==> src/rtl/rmii_reply_tx_pkg.sv <==
// Shared types and constants for the RMII reply transmitter and its CRC32 engine.
package rmii_reply_tx_pkg;

    typedef enum logic [2:0] {
        ST_IDLE,
        ST_PREAMBLE,
        ST_HEADER,
        ST_PAYLOAD,
        ST_FCS,
        ST_IFG
    } state_t;

    localparam logic [7:0]  PREAMBLE_BYTE     = 8'h55;
    localparam logic [7:0]  SFD_BYTE          = 8'hD5;
    localparam int          MIN_PAYLOAD_BYTES = 46;
    localparam logic [31:0] CRC_INIT          = 32'hFFFF_FFFF;
    localparam logic [31:0] CRC_POLY_REF      = 32'hEDB8_8320;
    localparam int          FRAME_DIBITS      = 288;
    localparam int          PREAMBLE_BYTES    = 8;
    localparam int          HEADER_BYTES      = 14;
    localparam int          FCS_BYTES         = 4;

    // One reflected CRC32 step for a single input bit.
    function automatic logic [31:0] crc32_step(input logic [31:0] crc, input logic b);
        crc32_step = (crc >> 1) ^ ((crc[0] ^ b) ? CRC_POLY_REF : 32'h0);
    endfunction

    function automatic state_t next_state(input state_t st);
        case (st)
            ST_PREAMBLE: next_state = ST_HEADER;
            ST_HEADER:   next_state = ST_PAYLOAD;
            ST_PAYLOAD:  next_state = ST_FCS;
            ST_FCS:      next_state = ST_IFG;
            default:     next_state = ST_IDLE;
        endcase
    endfunction

endpackage

==> src/rtl/rmii_reply_tx_crc32_dibit.sv <==
// Ethernet CRC32 (reflected 0xEDB88320) absorbing one dibit per enabled cycle, d[0] first.
module crc32_dibit
    import rmii_reply_tx_pkg::*;
(
    input  logic        clk,
    input  logic        rst,
    input  logic        clear,
    input  logic        en,
    input  logic [1:0]  d,
    output logic [31:0] crc
);

    logic [31:0] r_crc;

    // NOTE: sequential state uses non-blocking assignments so every flop samples pre-edge values.
    always_ff @(posedge clk or posedge rst) begin
        if (rst) begin
            r_crc <= CRC_INIT;
        end else if (clear) begin
            r_crc <= CRC_INIT;
        end else if (en) begin
            r_crc <= crc32_step(crc32_step(r_crc, d[0]), d[1]);
        end
    end

    assign crc = r_crc;

endmodule

==> src/rtl/rmii_reply_tx.sv <==
// RMII transmitter: one Ethernet II frame per captured bus read response.
// Build option RMII_REPLY_TX_WRITE_ACK_EN also acknowledges writes (pad byte 2 = 0x01).
module rmii_reply_tx
    import rmii_reply_tx_pkg::*;
#(
    parameter logic [47:0] FPGA_MAC  = 48'h69_69_5A_06_54_91,
    parameter logic [47:0] HOST_MAC  = 48'h00_E0_4C_68_1E_0C,
    parameter logic [15:0] ETHERTYPE = 16'h88_B5,
    parameter int          IFG_BYTES = 12
) (
    input  logic        clk,
    input  logic        rst,
    input  logic [15:0] rdata_i,
    input  logic        rw_i,
    input  logic        valid_i,
    output logic        txen,
    output logic [1:0]  txd,
    output logic        busy_o,
    output logic        drop_o
);

    state_t      r_state;
    logic [7:0]  r_byte_cnt;
    logic [1:0]  r_dibit_cnt;
    logic        r_txen;
    logic [1:0]  r_txd;
    logic        r_slot_full;
    logic [15:0] r_slot_data;
    logic [15:0] r_frame_data;
    logic        r_drop;

    logic         w_cap;
    logic         w_take;
    logic         w_last;
    logic         w_active;
    logic [7:0]   w_len;
    logic [7:0]   w_byte;
    logic [1:0]   w_dibit;
    logic [15:0]  w_store_data;
    logic [31:0]  w_crc;
    logic [31:0]  w_crc_n;
    logic [111:0] w_hdr;

`ifdef RMII_REPLY_TX_WRITE_ACK_EN
    logic r_slot_kind;
    logic r_frame_kind;

    assign w_cap        = valid_i;
    assign w_store_data = rw_i ? 16'h0000 : rdata_i;
`else
    assign w_cap        = valid_i && !rw_i;
    assign w_store_data = rdata_i;
`endif

    assign w_hdr    = {HOST_MAC, FPGA_MAC, ETHERTYPE};
    assign w_crc_n  = ~w_crc;
    assign w_active = (r_state == ST_PREAMBLE) || (r_state == ST_HEADER) ||
                      (r_state == ST_PAYLOAD)  || (r_state == ST_FCS);

    // NOTE: every always_comb output gets a default first so no latch is inferred.
    always_comb begin
        w_len = 8'(PREAMBLE_BYTES - 1);
        case (r_state)
            ST_HEADER:  w_len = 8'(HEADER_BYTES - 1);
            ST_PAYLOAD: w_len = 8'(MIN_PAYLOAD_BYTES - 1);
            ST_FCS:     w_len = 8'(FCS_BYTES - 1);
            ST_IFG:     w_len = 8'(IFG_BYTES - 1);
            default:    w_len = 8'(PREAMBLE_BYTES - 1);
        endcase
    end

    assign w_last = (r_dibit_cnt == 2'd3) && (r_byte_cnt == w_len);
    // The slot is drained either from IDLE or straight out of the IFG, so back-to-back gaps stay exact.
    assign w_take = r_slot_full && ((r_state == ST_IDLE) || ((r_state == ST_IFG) && w_last));

    always_comb begin
        w_byte = 8'h00;
        case (r_state)
            ST_PREAMBLE: w_byte = (r_byte_cnt == 8'(PREAMBLE_BYTES - 1)) ? SFD_BYTE : PREAMBLE_BYTE;
            ST_HEADER:   w_byte = w_hdr[{4'(4'd13 - r_byte_cnt[3:0]), 3'b000} +: 8];
            ST_PAYLOAD: begin
                if (r_byte_cnt == 8'd0) begin
                    w_byte = r_frame_data[15:8];
                end else if (r_byte_cnt == 8'd1) begin
                    w_byte = r_frame_data[7:0];
                end
`ifdef RMII_REPLY_TX_WRITE_ACK_EN
                else if (r_byte_cnt == 8'd2) begin
                    w_byte = {7'd0, r_frame_kind};
                end
`endif
            end
            ST_FCS:      w_byte = w_crc_n[{r_byte_cnt[1:0], 3'b000} +: 8];
            default:     w_byte = 8'h00;
        endcase
    end

    assign w_dibit = w_byte[{r_dibit_cnt, 1'b0} +: 2];

    crc32_dibit u_crc (
        .clk   (clk),
        .rst   (rst),
        .clear (r_state == ST_PREAMBLE),
        .en    ((r_state == ST_HEADER) || (r_state == ST_PAYLOAD)),
        .d     (w_dibit),
        .crc   (w_crc)
    );

    always_ff @(posedge clk or posedge rst) begin
        if (rst) begin
            r_state      <= ST_IDLE;
            r_byte_cnt   <= 8'd0;
            r_dibit_cnt  <= 2'd0;
            r_txen       <= 1'b0;
            r_txd        <= 2'b00;
            r_frame_data <= 16'h0000;
`ifdef RMII_REPLY_TX_WRITE_ACK_EN
            r_frame_kind <= 1'b0;
`endif
        end else begin
            r_txen <= w_active;
            r_txd  <= w_active ? w_dibit : 2'b00;
            if (w_take) begin
                r_state      <= ST_PREAMBLE;
                r_byte_cnt   <= 8'd0;
                r_dibit_cnt  <= 2'd0;
                r_frame_data <= r_slot_data;
`ifdef RMII_REPLY_TX_WRITE_ACK_EN
                r_frame_kind <= r_slot_kind;
`endif
            end else if (r_state != ST_IDLE) begin
                if (w_last) begin
                    r_state     <= next_state(r_state);
                    r_byte_cnt  <= 8'd0;
                    r_dibit_cnt <= 2'd0;
                end else begin
                    r_dibit_cnt <= r_dibit_cnt + 2'd1;
                    if (r_dibit_cnt == 2'd3) begin
                        r_byte_cnt <= r_byte_cnt + 8'd1;
                    end
                end
            end
        end
    end

    // A capture on the draining edge refills the slot instead of counting as a drop.
    always_ff @(posedge clk or posedge rst) begin
        if (rst) begin
            r_slot_full <= 1'b0;
            r_slot_data <= 16'h0000;
            r_drop      <= 1'b0;
`ifdef RMII_REPLY_TX_WRITE_ACK_EN
            r_slot_kind <= 1'b0;
`endif
        end else begin
            if (w_cap && (!r_slot_full || w_take)) begin
                r_slot_full <= 1'b1;
                r_slot_data <= w_store_data;
`ifdef RMII_REPLY_TX_WRITE_ACK_EN
                r_slot_kind <= rw_i;
`endif
            end else if (w_take) begin
                r_slot_full <= 1'b0;
            end
            if (w_cap && r_slot_full && !w_take) begin
                r_drop <= 1'b1;
            end
        end
    end

    assign txen   = r_txen;
    assign txd    = r_txd;
    assign busy_o = (r_state != ST_IDLE) || r_slot_full;
    assign drop_o = r_drop;

endmodule

==> config.mk <==
export PLATFORM = sky130hd
export DESIGN_NAME = rmii_reply_tx
export DESIGN_NICKNAME = d
export VERILOG_FILES = /design/src/rtl/rmii_reply_tx_pkg.sv /design/src/rtl/rmii_reply_tx_crc32_dibit.sv /design/src/rtl/rmii_reply_tx.sv
export SDC_FILE = /design/constraint.sdc
export NUM_CORES = 1
export LEC_CHECK = 0
export BUFFER_PORTS_ARGS = -buffer_cell sky130_fd_sc_hd__buf_2
export CORE_ASPECT_RATIO = 0.9
export CORE_MARGIN = 4
export CORE_UTILIZATION = 41
export CTS_CLUSTER_DIAMETER = 50
export DETAILED_ROUTE_END_ITERATION = 8
export REMOVE_ABC_BUFFERS = 1
export SLEW_MARGIN = 20
export SYNTH_ARGS = -nofsm -noshare
export SYNTH_HDL_FRONTEND = slang
export SYNTH_HIERARCHICAL = 1
export SYNTH_SLANG_ARGS = --single-unit
==> constraint.sdc <==
create_clock -name clk -period 3.9 [get_ports clk]
set_input_delay 0.585 -clock clk [delete_from_list [all_inputs] [get_ports clk]]
set_output_delay 0.585 -clock clk [all_outputs]
set_load 0.03 [all_outputs]
### Word level (Yosys, flattened, before mapping)

Index checks and enable logic that the tools add are counted.

| cells by class | value |
|---|---|
| $add $sub $neg | 3 |
| $mul | 0 |
| divide/modulo/power cells | 0 |
| order comparisons | 0 |
| equality and inequality tests | 9 |
| shifts and indexed selects | 3 |
| mux-type cells | 23 |
| bitwise logic cells | 5 |
| reduce and logical (&&, ||, !) cells | 27 |

Operators by type and width:

| cell | number |
|---|---|
| 2-to-1 mux 32 bit | 4 |
| indexed part select 112 x 8 -> 8 bit (first input constant) | 1 |
| XOR 31 x 32 -> 32 bit | 2 |
| 2-to-1 mux 8 bit | 7 |
| inverter 32 bit | 1 |
| one-hot mux 8 bit (4 select lines) | 1 |
| indexed part select 32 x 6 -> 8 bit | 1 |
| one-hot mux 6 bit (4 select lines) | 1 |
| one-hot mux 3 bit (4 select lines) | 1 |
| 2-to-1 mux 3 bit | 3 |
| adder 8 x 1 -> 8 bit (second input constant) | 1 |
| == test 8 x 1 -> 1 bit (second input constant) | 1 |
| == test 8 x 3 -> 1 bit (second input constant) | 1 |
| == test 8 bit | 1 |
| logical NOT 8 bit | 1 |
| 2-to-1 mux 2 bit | 4 |
| nonzero test 2 bit | 4 |
| indexed part select 8 x 4 -> 2 bit | 1 |
| logical AND 1 bit | 7 |
| logical OR 1 bit | 7 |
| == test 3 x 2 -> 1 bit (second input constant) | 2 |
| == test 3 bit (second input constant) | 2 |
| nonzero test 3 bit | 2 |
| AND reduction 2 bit | 2 |
| 8 further kinds | 12 |

| word-level totals | value |
|---|---|
| bits in registers | 82 |
| bits in latches | 0 |
| memory bits (writable) | 0 |
| bits in read-only memories | 0 |
| input bits | 20 |
| output and inout port bits | 5 |
| memories kept | 0 |

### Logic depth before layout (Yosys ltp)

Gate-level depths: netlist of the first run.

| logic depth | value |
|---|---|
| depth after elaboration | 13 |
| gate-level depth with buffers | 16 |
| gate-level depth less buffers | 11 |

### Cells and area by module

Netlist of the first run, hierarchy kept.

By module, submodules not included:

| module | instances | cells an instance | area an instance (um2) | sequential area each (um2) |
|---|---|---|---|---|
| rmii_reply_tx | 1 | 292 | 3024.2 | 1251.2 |
| crc32_dibit | 1 | 131 | 1664.1 | 840.8 |

### Worst setup path after synthesis of the first run

No wires, ideal clock.

| timing path | value |
|---|---|
| kind | register to register |
| start | register r_byte_cnt[0] |
| end | register u_crc.r_crc[19] (netlist: u_crc/crc[19]) |
| setup time | 0.072 ns |
| arrival time | 3.350 ns |
| path slack | 0.478 ns |
| stages on the path, launching flop included | 17 |
| path buffers | 5 |
| path through | dfrtp_1 -> clkbuf_1 -> clkbuf_1 -> inv_1 -> ha_1 -> clkbuf_1 -> clkbuf_1 -> nand2_1 -> o21ai_0 -> a21oi_1 -> o21ai_1 -> o221ai_1 -> o21ai_1 -> xnor2_4 -> buf_12 -> xnor3_1 -> o21ai_1 |

| between the ends | value |
|---|---|
| elaborated cells between the ends (all ways) | 19 |

RTL lines:

| what | RTL line | text |
|---|---|---|
| start: declaration | rmii_reply_tx.sv:23 | `logic [7:0] r_byte_cnt;` |
| start signal: assignment | rmii_reply_tx.sv:139 | `r_byte_cnt <= r_byte_cnt + 8'd1;` |
| branches (longest 3 deep; another with subtractor 4 bit) | - |  |
| one-hot mux 8 bit (4 select lines) (*) | rmii_reply_tx.sv:78 | `case (r_state)` |
| indexed part select 8 x 4 -> 2 bit (*) | rmii_reply_tx.sv:98 | `assign w_dibit = w_byte[{r_dibit_cnt, 1'b0} +: 2];` |
| via w_dibit[1] | rmii_reply_tx.sv:38 | `logic [1:0] w_dibit;` |
| XOR 1 bit (*) | rmii_reply_tx_pkg.sv:25 | `crc32_step = (crc >> 1) ^ ((crc[0] ^ b) ? CRC_POLY_REF : 32'h0);` |
| 2-to-1 mux 32 bit (*) | rmii_reply_tx_pkg.sv:25 |  |
| XOR 31 x 32 -> 32 bit (*) | rmii_reply_tx_pkg.sv:25 |  |
| 2-to-1 mux 32 bit (*) | rmii_reply_tx_crc32_dibit.sv:21 | `end else if (en) begin` |
| 2-to-1 mux 32 bit (*) | rmii_reply_tx_crc32_dibit.sv:19 | `end else if (clear) begin` |
| end signal: assignment | rmii_reply_tx_crc32_dibit.sv:22 | `r_crc <= crc32_step(crc32_step(r_crc, d[0]), d[1]);` |
| end: declaration | rmii_reply_tx_crc32_dibit.sv:13 | `logic [31:0] r_crc;` |

Mark *: on every way through the listed nets, which the timed path passes. The select of a mux whose other input is x is not followed.
A chain may end at the register's enable or synchronous reset.

### Worst setup path in the final report of the first run

| timing path | value |
|---|---|
| start | register r_byte_cnt[2] |
| end | register u_crc.r_crc[29] (netlist: u_crc/crc[29]) |

| between the ends | value |
|---|---|
| cells in the longest elaborated chain, start to end | 11 |
| elaborated cells between the ends (all ways) | 18 |

RTL lines:

| what | RTL line |
|---|---|
| branches (longest 3 deep; another with subtractor 4 bit) | - |
| one-hot mux 8 bit (4 select lines) (*) | rmii_reply_tx.sv:78 |
| indexed part select 8 x 4 -> 2 bit (*) | rmii_reply_tx.sv:98 |
| via w_dibit[0] | rmii_reply_tx.sv:38 |
| XOR 1 bit (*) | rmii_reply_tx_pkg.sv:25 |
| 2-to-1 mux 32 bit (*) | rmii_reply_tx_pkg.sv:25 |
| XOR 31 x 32 -> 32 bit (*) (2 in series) | rmii_reply_tx_pkg.sv:25 |
| 2-to-1 mux 32 bit (*) | rmii_reply_tx_crc32_dibit.sv:21 |
| 2-to-1 mux 32 bit (*) | rmii_reply_tx_crc32_dibit.sv:19 |

Marks and branches as above.

==> summary.md, run 1 <==
Global routing finished with a remaining overflow of 0. Via count of the first global-routing pass: 3239. The endpoint type of the worst setup path was a flop. The run gives 0.427 as the starting density of the core. CTS buffer count: 9. In the synthesized netlist the dominant register cell turns out to be dfrtp_1. Initial antenna violation count: 0. The share of flip-flops with an asynchronous set or reset works out to 1.00.

Slowest library cell on the worst path: xnor2_2. The tools report the total number of vias as 3244. After detailed routing, the number of remaining DRC violations is 0.

The final setup violation count was 0; the multi-input gate area in the final layout was 2420 um^2. After floorplanning, the core was sized to cover 11000 um^2. The final worst-path cycle share was 0.923; the worst slew slack as a fraction of its limit was 0.360.

In this run the mean area of a mapped cell was 11.1 um^2. The max-slew violation total from the final report is 0. The number of DRC markers after the initial detailed-route iteration was 246. The tools report the final hold violation count as 0. Across the routed clock network, the largest skew measured is 0.00644 ns. Sorting the synthesized cells by area gives the leading types as dfrtp_1, dfstp_2, mux2_1.

At the end of routability-driven placement, the weighted congestion stood at 0.803. The fill cell total of the finished layout came out at 1040. Clock-pin slew was measured on the worst setup and hold paths at 0.06 ns. The average wire per cell in the routed design is 16.8 um, and the count of distinct cell types in the synthesized netlist is 56. Yosys mapped a number of flops with a built-in enable equal to 0. Row count: 36.

Detailed placement HPWL: 6740 um. The tree is rooted in a clkbuf_16. The worst endpoint data arrival time is 3.85 ns, and the longest individual stage delay on the worst path is 0.73 ns. OpenSTA, run right after detailed placement, puts the worst setup slack at 0.304 ns. The clock sink total came out at 82. The signal on the critical path passes through inv_2 > ha_1 > mux2_1 > a31oi_1 > o21ai_1 > a21oi_1 > a211oi_1 > a311o_1 > xnor2_2 > xnor3_1 > o21ai_0. In this run the worst hold path is classified as input pin to async pin. The logs give 0.00230 uW for the static power due to leakage and 468 for the final net count. The flip-flop and latch count after synthesis works out to 82.

dfrtp_1 takes more of the synthesized area than any other cell. The critical path in this run is classified as flop to flop. Once placement finished, the instance area stood at 4930 um^2. The utilization after layout is 0.476.

In this run, post-CTS repair resized a total of 0 instances. The later pin in the worst-skew pair is clocked with a latency of 0.34 ns. The maximum fanout count along the critical path was 14.

The run finished with clean final reports. The number of vias per cell after detailed routing is 5.45, and the clock period minus worst slack is 3.60 ns. The number of search-and-repair iterations in the first detailed-routing pass is 4. The run gives 9990 um as the total detailed-routing wirelength. The share of the synthesized area in the top cell type was 0.267; the slew at the pin closest to its max-slew limit was 0.960 ns.

After clock tree synthesis, the setup repair step added 0 buffers. The post-synthesis instance area was 4690 um^2; the number of nets with antenna violations after routing was 0. For this design the ratio of total power to cell area is 350 nW/um^2. TritonCTS built the clock tree. The floorplan step set the die height to 109 um. Summing all flip-flop and latch instances after layout gives 2090 um^2. The wire length of the first global-routing pass was 16900 um. Setup repair after global routing left no endpoint under its margin. The finished cells cover 5230 um^2.

Maximum achievable frequency: 278 MHz. The tools report the all-layer global routing usage as 0.163. The die area is 13200 um^2. The repair_antennas step left the layout with diodes totalling 0. No sink is reached through more buffers than the 2 on the longest clock path. The H-tree level count is 3. The peak supply drop was 0.251 mV; the quantity of I/O buffers inserted on ports was 24. Entering global routing, the biggest net connects 51 pins. After clock tree synthesis, the flow added hold-fix buffers numbering 0. The share of cells above drive strength 1 is 0.244, and the gate count of the mapped netlist is 423. The worst setup path is launched from a flop. Across all setup checks in the final design, the least slack found is 0.301 ns. Max-cap violations in this run came to 0. The most common library cell in the layout ignoring fill and taps was dfrtp_1.

STA puts the critical path data required time at 4.16 ns. For this run, the number of Yosys warnings is 6. Pin placement for this block handled 25 I/O pins.

The tightest hold margin was 0.402 ns. Fraction of the yosys area taken by sequential cells: 0.446. The die width was 121 um.

In the layout the commonest cells are dfrtp_1, nand2_1, dfstp_2. From synthesis to final layout, the design area changed by 11.6%.
==> critical path: cells and delay by family (launching register included) <==
kind                     cells  cell delay, ns
multiplexers                 1            0.37
flip-flops                   1            0.48
adder cells (fa/ha/maj)      1            0.53
buffers and inverters        1            0.11
AO/OA/AOI/OAI                6            0.97
XOR/XNOR                     2            1.04
==> stage by stage <==
stage                     power, uW  instances  setup TNS (ns)
after global routing           1910        595               0
after CTS                      1860        595               0
after floorplan                 959        393           -3.32
after detailed placement        989        579               0
after global placement          983        579               0
final                          1830        595               0
==> registers in the layout, indices dropped and copies added, names as in the netlist <==
| signal | cells |
|---|---|
| r_frame_data | 16 |
| txd | 2 |
| drop_o | 1 |
| txen | 1 |
| r_dibit_cnt | 2 |
| r_state | 3 |
| r_slot_data | 16 |
| u_crc/crc | 32 |
| r_slot_full | 1 |
| r_byte_cnt | 8 |
==> area by class of cell <==
class,instances,share of cell area
multi-input cells,303,0.463
flip-flops and latches,82,0.400
repair buffers,34,0.0373
clock buffers,9,0.0430
inverters,8,0.00598
well taps,152,0.0363
clock inverters,7,0.0146
==> per-layer routing <==
metal / GRT usage / share of wire
met4: 0.0461 / 0.012
met5: 0 / 0
met1: 0.234 / 0.49
met3: 0.0340 / 0.044
met2: 0.251 / 0.46
==> final timing paths <==
check / from / to / slack (ns) / cells past startpoint
setup / recovery: r_byte_cnt[2] / u_crc/crc[29] / 0.30 / 11
hold / removal: rst / r_slot_data[14] / 0.40 / 2
setup reg to reg: r_byte_cnt[2] / u_crc/crc[29] / 0.30 / 11
hold reg to reg: drop_o / drop_o / 0.47 / 1
max in group asynchronous: rst / r_byte_cnt[3] / 2.95 / 2
min in group clk: rdata_i[11] / r_slot_data[11] / 0.46 / 2
==> cells in the mapped netlist, drive strengths merged (5+ instances only) <==
master and count:
o21ai 26, nor2b 19, dfstp 32, nand4 5, dfrtp 50, a211o 27
inv 8, xnor2 20, and2 7, a21oi 20, buf 11, nor2 20
nand2 38, mux4 8, mux2 33, a31oi 7, xnor3 6, clkbuf 19
ha 10, nand3 7
==> cells by family (layout without fill, tap and decap cells) <==
kind of cell             after synthesis  in the layout  share of synthesized area
XOR/XNOR                              29             29                     0.0774
flip-flops                            82             82                      0.446
multiplexers                          45             45                      0.133
AND/OR/NAND/NOR                      118            118                      0.129
adder cells (fa/ha/maj)               10             10                     0.0267
AO/OA/AOI/OAI                        101            101                      0.149
buffers and inverters                 38             58                     0.0387
==> where the power goes <==
part	internal (uW)	total, uW	switching, uW
Combinational	31.3	61.3	30.0
Clock	502	862	359
Sequential	891	909	18.3
No activity file was read; power rests on OpenSTA's default activity.
==> run 2: changes to the inputs <==
Clock period 3.9 ns to 4.1 ns, I/O delays scaled along.
==> run 2 against run 1 <==
  * Clock power about the same
  * Combinational power down 3.3%
  * Sequential share of layout area decreased by 0.25 points
  * Die area did not move
==> summary.md, run 2 (synthesis gave the netlist of run 1 again) <==
The run finished with clean final reports. Setup repair after global routing left no endpoint under its margin. Leaving out fill and tap cells, the most frequent cell in the layout is dfrtp_1. The all-layer global routing usage is 0.161 (-0.00179). The logs give 285 MHz (+2.7%) for the maximum achievable frequency and 0 (unchanged) for the hold buffer count at CTS. The average wire per cell in the routed design works out to 16.5 um (-1.5%). The tools report the max-capacitance violation count as 0 (unchanged). The row count is 36 (unchanged), and the number of gates given a new drive strength after cts is 0 (unchanged).

The accumulated negative setup slack is 0 ns (unchanged), and the post-route total power is 1790 uW (-2.3%). The static power due to leakage was 0.00231 uW (+0.54%). The top cell types in the final layout, fill and taps aside, are dfrtp_1, nand2_1, dfstp_2.

The die area was 13200 um^2 (unchanged). The total power divided by cell area is 340 nW/um^2 (-2.9%). The longest individual stage delay on the worst path was 0.58 ns (-0.15 ns). The most numerous cell type found on the critical path is a211oi_1.

The number of search-and-repair iterations in the first detailed-routing pass is 4 (unchanged). Post-route non-filler standard cell count: 596 (+0.17%). The tools report the critical path startpoint category as a flop. The critical path buffer and inverter count was 1 (unchanged). The pin count of the biggest net entering global routing is 46 (-9.8%).

The quantity of I/O buffers inserted on ports came out at 24 (unchanged). The worst-skew pair later-pin latency was 0.33 ns (about the same); the H-tree level count was 3 (unchanged). For the number of top-level pins, the log shows 25 (unchanged). On the critical path, the stage with the largest delay is an instance of xnor2_4.

The count of buffers added by post-CTS timing repair for setup was 0 (unchanged). The area growth from synthesis to layout is 12.3%. The tools report the max-slew violation total from the final report as 0 (unchanged). The run gives 82 (unchanged) as the clock sink total. The peak supply drop was 0.201 mV (-20%); the number of nets with antenna violations after routing was 0 (unchanged). The worst endpoint data arrival time was 3.75 ns (-0.10 ns); the last weighted congestion value of the routability-driven placer was 0.840 (+4.6%).

The startpoint identified for the worst register-to-register timing path is r_byte_cnt[1]. The number of diodes added for antenna fixing is 0 (unchanged). The final setup violation count is 0 (unchanged). The initial antenna violation count is 0 (unchanged), and the total detailed-routing wirelength is 9860 um (-1.3%). The run gives 0.385 (+0.0248) as the worst slew slack as a fraction of its limit. The tools report the detailed placement HPWL as 6950 um (+3.1%). The run gives 0 (unchanged) as the final hold violation count.

The final net count is 469 (+0.21%). The final worst-path cycle share is 0.855 (-0.0682). The library cell used as clock root buffer was clkbuf_16. The classification of the worst setup path was flop to flop.

The CTS buffer count was 9 (unchanged). The launch point of the critical path was r_byte_cnt[1]. The final global-route overflow total was 0 (unchanged).

The cell count after placement is 580 (+0.17%). Among cell families on the critical path, the largest total delay comes from XOR/XNOR gates. TritonCTS built the clock tree.

The logs give 0 (unchanged) for the DRC violation count after routing and 0.479 (+0.00296) for the utilization after layout. The share of cells above drive strength 1 was 0.243 (-0.000549). The clock period minus worst slack is 3.50 ns (-0.0951 ns), and the maximum fanout count along the critical path is 14 (unchanged).

The endpoint type of the worst setup path is a flop. The tools report the total number of vias as 3227 (-0.52%). The number of flip-flops under the largest register name came out at 32 (unchanged). Walking the worst path, the cells encountered are buf_4 > ha_1 > xnor2_1 > nor2_1 > a211oi_1 > a211oi_1 > o221ai_1 > o21ai_1 > xnor2_4 > xnor3_1 > o21ai_0. The die width was 121 um (unchanged). The slew at the pin closest to its max-slew limit is 0.923 ns (-0.0373 ns), and the clock-pin transition on the worst setup and hold timing paths is 0.06 ns (about the same). The tightest min-delay check is of the input pin to async pin type. The logs give 216 (-12%) for the number of DRC markers after the initial detailed-route iteration and 17000 um (+0.12%) for the wire length of the first global-routing pass. Starting density of the core: 0.427 (unchanged).

The required arrival time at the worst endpoint is 4.35 ns (+0.19 ns), and the buffer levels on the longest clock path is 2 (unchanged). The die boundary height is 109 um (unchanged). The number of vias per cell after detailed routing works out to 5.41 (-0.69%). The via count of the first global-routing pass came out at 3255 (+0.49%). The logs give 0.00514 ns (-0.00129 ns) for the clock tree skew after final layout and 11000 um^2 (unchanged) for the total core area.
run 2: cell type report:
cell class	instances	area, um^2
Multi-Input combinational cell	303	2420
Inverter	8	30.0
Sequential cell	82	2090
Clock buffer	10	239
Tap cell	152	190
Clock inverter	6	88.8
Timing Repair Buffer	35	203
Fill cell	1022	5730
run 2: per-stage QoR:
| stage | hold WS [ns] | instance area (um^2) | setup WS, ns |
|---|---|---|---|
| final | 0.297 | 5270 | 0.596 |
| after global routing | 0.326 | 5270 | 0.298 |
| after CTS | 0.308 | 5270 | 0.600 |
| after detailed placement | 0.461 | 4940 | 0.622 |
| after global placement | 0.459 | 4940 | 0.766 |
| after floorplan | 0.443 | 4540 | -0.106 |
run 2: worst paths after layout:
check | slack [ns] | cells past startpoint | end
min | 0.30 | 2 | r_slot_data[11]
max | 0.60 | 11 | u_crc/crc[8]
min in group clk | 0.47 | 1 | drop_o
max reg2reg | 0.60 | 11 | u_crc/crc[8]
min reg2reg | 0.47 | 1 | drop_o
max in group asynchronous | 3.01 | 3 | r_slot_data[2]
run 2: metal layers:
| layer | wire (um) | GRT usage |
|---|---|---|
| met2 | 4380 | 0.251 |
| met4 | 110 | 0.0421 |
| met1 | 5000 | 0.231 |
| met3 | 364 | 0.0324 |
| met5 | 0 | 0 |
run 2: report_power, final:
part	switching [uW]	total, uW	internal [uW]
logic	29.0	59.3	30.4
registers	17.4	865	847
clock network	314	865	551
